## src/rtl/fb_write_arbiter.sv

```systemverilog
// Frame-buffer write arbiter: round-robin grant of three pixel writers,
// with a full-buffer clear sweep that pre-empts arbitration.
module fb_write_arbiter #(
  parameter int unsigned MEM_SIZE    = 19200,
  parameter logic [23:0] CLEAR_COLOR = 24'h000000
) (
  input  logic        clk,
  input  logic        rst,
  input  logic [2:0]  req,
  input  logic [44:0] req_addr,
  input  logic [71:0] req_data,
  output logic [2:0]  ack,
  input  logic        clear_start,
  output logic        clear_busy,
  output logic        clear_done,
  output logic        err_oob,
  output logic [14:0] wr_addr,
  output logic [23:0] wr_data,
  output logic        wr_en
);

  localparam logic [15:0] SIZE_W    = 16'(MEM_SIZE);
  localparam logic [14:0] LAST_ADDR = 15'(MEM_SIZE - 1);

  typedef enum logic {IDLE, CLEAR} state_t;

  state_t      state, state_d;
  logic [1:0]  ptr, ptr_d;
  logic [14:0] cnt, cnt_d;
  logic [2:0]  ack_d;
  logic        wr_en_d, busy_d, done_d, err_d;
  logic [14:0] wr_addr_d;
  logic [23:0] wr_data_d;

  logic [2:0]  elig;
  logic        found;
  logic [1:0]  win;
  logic [14:0] win_addr;
  logic [23:0] win_data;
  int unsigned s;

  always_comb begin
    state_d   = state;
    ptr_d     = ptr;
    cnt_d     = cnt;
    ack_d     = '0;
    wr_en_d   = 1'b0;
    wr_addr_d = wr_addr;
    wr_data_d = wr_data;
    busy_d    = 1'b0;
    done_d    = 1'b0;
    err_d     = 1'b0;

    // A requester acked this cycle is still holding req; mask it out.
    elig  = req & ~ack;
    found = 1'b0;
    win   = '0;
    s     = 0;
    for (int unsigned i = 0; i < 3; i++) begin
      s = 32'(ptr) + i;
      if (s >= 3) s = s - 3;
      if (!found && elig[s]) begin
        found = 1'b1;
        win   = 2'(s);
      end
    end
    win_addr = req_addr[15*win +: 15];
    win_data = req_data[24*win +: 24];

    unique case (state)
      IDLE: begin
        if (clear_start) begin
          state_d   = CLEAR;
          cnt_d     = '0;
          wr_en_d   = 1'b1;
          wr_addr_d = '0;
          wr_data_d = CLEAR_COLOR;
          busy_d    = 1'b1;
        end else if (found) begin
          ack_d[win] = 1'b1;
          ptr_d      = (win == 2'd2) ? 2'd0 : win + 2'd1;
          if ({1'b0, win_addr} < SIZE_W) begin
            wr_en_d   = 1'b1;
            wr_addr_d = win_addr;
            wr_data_d = win_data;
          end else begin
            err_d = 1'b1;
          end
        end
      end
      CLEAR: begin
        // cnt mirrors the address currently on wr_addr during the sweep
        if (cnt == LAST_ADDR) begin
          state_d = IDLE;
          done_d  = 1'b1;
        end else begin
          cnt_d     = cnt + 15'd1;
          wr_en_d   = 1'b1;
          wr_addr_d = cnt + 15'd1;
          wr_data_d = CLEAR_COLOR;
          busy_d    = 1'b1;
        end
      end
      default: state_d = IDLE;
    endcase
  end

  always_ff @(posedge clk or negedge rst) begin
    if (!rst) begin
      state      <= IDLE;
      ptr        <= '0;
      cnt        <= '0;
      ack        <= '0;
      wr_en      <= 1'b0;
      wr_addr    <= '0;
      wr_data    <= '0;
      clear_busy <= 1'b0;
      clear_done <= 1'b0;
      err_oob    <= 1'b0;
    end else begin
      state      <= state_d;
      ptr        <= ptr_d;
      cnt        <= cnt_d;
      ack        <= ack_d;
      wr_en      <= wr_en_d;
      wr_addr    <= wr_addr_d;
      wr_data    <= wr_data_d;
      clear_busy <= busy_d;
      clear_done <= done_d;
      err_oob    <= err_d;
    end
  end

endmodule

```

## config.mk

```make
export PLATFORM = sky130hd
export DESIGN_NAME = fb_write_arbiter
export DESIGN_NICKNAME = d
export VERILOG_FILES = /design/src/rtl/fb_write_arbiter.sv
export SDC_FILE = /design/constraint.sdc
export NUM_CORES = 1
export LEC_CHECK = 0
export ABC_AREA = 1
export CORE_MARGIN = 2
export CORE_UTILIZATION = 45
export CTS_CLUSTER_DIAMETER = 100
export DETAILED_ROUTE_END_ITERATION = 16
export GPL_TIMING_DRIVEN = 0
export PLACE_DENSITY_LB_ADDON = 0.1
export RECOVER_POWER = 50
export SLEW_MARGIN = 20
export SYNTH_ARGS = -nofsm -noshare
export SYNTH_HDL_FRONTEND = slang
export SYNTH_SLANG_ARGS = --single-unit
```

## constraint.sdc

```tcl
create_clock -name clk -period 6.7 [get_ports clk]
set_input_delay 1.34 -clock clk [delete_from_list [all_inputs] [get_ports clk]]
set_output_delay 1.34 -clock clk [all_outputs]
set_load 0.02 [all_outputs]
```

# [After elaboration in Yosys (flattened, before gate mapping)]
# Cells that the tools add are included.
[totals] rom_bits=0 latch_bits=0 memories=0 wordCells=93 out_inout_bits=46 in_bits=123 mem_bits_rw=0 register_bits=63
[op_classes] mul=2 n_eq_ne=6 n_bitwise=4 muxes=46 n_div=0 addsub=7 n_lt_le_gt_ge=9 reduce_logical=8 n_shift=2
[ops] operator="$lt A32 B3 Y1 const B" n=3
[ops] operator="$mux W24" n=4
[ops] operator="$mux W32" n=3
[ops] operator="$mux W15" n=5
[ops] operator="$shiftx A72 B8 Y24" n=1
[ops] operator="$pmux W15 S2" n=2
[ops] operator="$pmux W24 S2" n=1
[ops] operator="$shiftx A45 B7 Y15" n=1
[ops] operator="$mux W1" n=18
[ops] operator="$add A15 B1 Y15 const B" n=1
[ops] operator="$eq A15 B15 Y1 const B" n=1
[ops] operator="$lt A15 B15 Y1 const B" n=1
[ops] operator="$mux W3" n=3
[ops] operator="$mux W2" n=4
[ops] operator="$sub A3 B2 Y4 const B" n=2
[ops] operator="$bmux W1 S2" n=3
[ops] operator="$ge A3 B2 Y1 const B" n=2
[ops] operator="$mul A4 B2 Y6 const A" n=1
[ops] operator="$ne A3 B3 Y1 const B" n=2
[ops] operator="$reduce_and A3 Y1" n=2
[ops] operator="$mul A2 B2 Y4 const A" n=1
[ops] operator="$ne A2 B2 Y1 const B" n=2
[ops] operator="$pmux W1 S2" n=2
[ops] operator="$add A2 B1 Y3 const B" n=1
[ops] operator="other kinds (14)" n=18

# [Longest topological paths before layout]
[depth] word_depth=18 ltp_mapped=24

# [Worst setup path before layout]
# No wires, ideal clock.
[synth_timing] path_kind="input to register" startpoint="in req[2]" endpoint="reg wr_data[19]" stages=19 path_buffers=2 t_arrival_ns=2.882 path_slack_ns=3.701 t_required_ns=6.583 setup_time_ns=0.117 cell_sequence="nand2_2 > o21ai_0 > nand2_2 > nand3_4 > inv_2 > nand2_1 > nand2_2 > buf_6 > nand2_1 > inv_2 > a21oi_2 > nand2_1 > nand2_1 > nand2_1 > nand2_2 > nand2_4 > buf_2 > nand3_1 > nand2_1"
[synth_between] elab_chain_cells=16 elab_cells_between_ends=29 classes_between="2 x mul; 1 x order compare; 2 x eq/ne; 2 x shift; 16 x mux; 1 x bitwise; 5 x reduce/logical"
[synth_rtl] element="from (decl)" line_no="9" source="input logic [2:0] req,"
[synth_rtl] element="$and A3 B3 Y3 (*)" line_no="55" source="elig = req & ~ack;"
[synth_rtl] element="branches (longest 15 deep; another with $lt A15 B15 Y1)"
[synth_rtl] element="to (signal assigned)" line_no="127" source="wr_data <= wr_data_d;"
[synth_rtl] element="to (decl)" line_no="18" source="output logic [23:0] wr_data,"
# Mark *: on every way between the ends. The select of a mux whose other input is x is not followed.
# A chain may end at the register's enable or synchronous reset.

==> results.txt <==
RSZ-0062 raised after global routing -> no
max incr delay on CP -> 1.50 ns
total power -> 1.59 mW
latest clock arrival within the worst-skew pair -> 0.35 ns
worst reg-to-reg path cell count -> 20
post-synth top area cell -> dfrtp_1
Avg WL per Cell -> 14.9 um
number of vias in the routed layout -> 4627
outcome -> finished, violations left
CTS H-Tree Depth -> 3
FP Rows -> 35
area grow syn2layout -> 47.3%
Synth Instances -> 588
final wirelength -> 13100 um
Starting Density -> 45.8%
Post-CTS Setup Inserts -> 0
sw power -> 0.700 mW
CTS Hold Bufs -> 0
layout cells sized above 1 -> 13.1%
MaxCap Viol Count -> 2
DR iter-0 viols -> 184
Worst setup EP type -> async pin
total negative setup slack -> 0 ns
min cycle time layout -> 3.92 ns
post-cts sizing count -> 0
crit-path max FO -> 35
Slew @ Worst Pin -> 2.00 ns
register bit total from synthesis -> 63
largest cells by area after synthesis -> dfrtp_1, nand2_1, nand3_1
ys flop type -> dfrtp_1
gr usage total -> 26.6%
count leader, synth -> nand2_1
Mapped Avg Cell Area -> 7.09 um2
first-pass GRT wire length -> 21100 um
Die Width -> 100 um
ys async rst share -> 100%
CTS buffer count -> 9
Post-synth top cells -> nand2_1, nand3_1, dfrtp_1
die height -> 100 um
WP depth -> 2
sequential power share -> 31.2%
clk_skew -> 0.0103 ns
dpl ws -> 2.86 ns
Nets -> 895
max-slew violations -> 66
Core Util, Final -> 67.5%
Sinks on Clock Net -> 63
worst path cell trace -> clkbuf_1, clkbuf_1
root buffer cell -> clkbuf_8
critical path's top delay family -> buffers and inverters
Syn Nets -> 715
setup violators final -> 0
clock-pin slew on the worst setup and hold paths -> 0.07 ns
Final Hold Viols -> 0
CP Buf/Inv Count -> 2
largest net degree at the start of global routing -> 36
type of the worst min-delay path -> reg -> reg
synth unique cells -> 37
critical path arrival -> 3.98 ns
drt drc -> 0
FMAX -> 255 MHz
relative slew slack -> -33.3%
Syn. warnings -> 0
CP Data Required Time -> 6.76 ns
initial antenna violation count -> 0
post-route ant nets -> 0
# diodes -> 0
CTS tree -> yes
power share of the clock group -> 18.4%
clock tree buffer depth -> 2
Vias/cell -> 5.24
Sw Ratio -> 44.0%
setup slack after layout -> 2.78 ns
combinational cell fraction of total power -> 50.4%
failing checks -> capacitance limit, slew limit
worst hold stages -> 2
Internal -> 0.890 mW
Pleak -> 2.87 nW
crit path launch type -> input pin
vias in the first global route -> 4366
PwrDens -> 259 nW/um2
Top cell by count, worst path -> clkbuf_1
Mapped Area -> 4170 um2
Crit Path Category -> in -> async
sequential area share after synthesis -> 37.8%
# IOs -> 169
Port Buffers -> 168
placer's final routability congestion estimate -> 0.916
Core ar. -> 9110 um2
GR Overflow Total -> 0
Die Area -> 10100 um2
top cell type's share of synthesized area -> 37.8%
Post-synth EDFFs -> 0
CP max-delay cell -> clkbuf_1
Final Cycle Share -> 58.5%
Pre-antenna DRT Iters -> 5
DPL Wire Length -> 10200 um
Worst VDD drop -> 0.173 mV
-- path summary, 6_finish.rpt --
path	slack [ns]	to	startpoint
worst max-delay path	2.78	cnt[10]	rst
worst min-delay path	0.47	wr_addr[5]	wr_addr[5]
worst max register to register	3.65	wr_data[19]	ptr[0]
worst min register to register	0.47	wr_addr[5]	wr_addr[5]
max in group clk	3.01	wr_data[19]	req[2]
min in group asynchronous	1.37	ack[0]	rst
-- cells in the final DEF (no fill, tap or decap), types with 6 or more instances in the layout --
cell,instances
clkdlybuf4s50_1,146
inv_1,36
nand2_2,43
nand2_1,213
inv_2,8
nor2_1,18
o21ai_0,30
dfrtp_1,63
a31oi_1,24
clkbuf_1,11
a21oi_1,6
buf_2,12
clkbuf_8,10
nand3_1,78
dlygate4sd3_1,21
-- through the flow --
step	hold WS [ns]	cells	cell area, um2
after floorplan	0.474	588	4170
after global placement	0.456	867	5990
after detailed placement	0.460	868	6010
after CTS	0.481	883	6170
after global routing	0.498	883	6140
final	0.471	883	6140
-- power groups by stage --
stage	clock network [mW]	logic, mW	registers (mW)
4_1_cts	0.296	0.814	0.496
3_5_place_dp	0	0.811	0.502
6_report	0.292	0.802	0.496
2_1_floorplan	0	0.479	0.533
5_1_grt	0.313	0.892	0.504
3_3_place_gp	0	0.789	0.499
-- cell families after synthesis --
logic type / synth area share (%)
buffers and inverters: 9.18
adders and majority gates: 1.20
AOI/OAI and AO/OA: 10.2
and+or+nand+nor: 41.6
DFF: 37.8
-- final cells by class --
cell class,count,area [um2]
Clock buffer,11,141
Tap cell,111,139
Multi-Input combinational cell,449,2210
Inverter,46,173
Clock inverter,4,22.5
Sequential cell,63,1580
Buffer,30,203
Timing Repair Buffer,169,1680
Fill cell,797,2960
-- routing by layer --
| layer | wire, um | GRT usage, % | share of wire, % | up-vias |
|---|---|---|---|---|
| met5 | 0 | 0 | 0 | - |
| met4 | 313 | 9.38 | 2.4 | 0 |
| met3 | 755 | 4.94 | 5.7 | 24 |
| met2 | 6530 | 44.7 | 50 | 176 |
| met1 | 5550 | 34.4 | 42 | 2161 |
| li1 | - | - | - | 2266 |
-- flip-flops by register name (all words and copies together) (netlist names) --
| signal | count |
|---|---|
| ack | 3 |
| clear_done | 1 |
| cnt | 15 |
| err_oob | 1 |
| ptr | 2 |
| state | 1 |
| wr_addr | 15 |
| wr_data | 24 |
| wr_en | 1 |
Power figures use the tool's default switching activity.
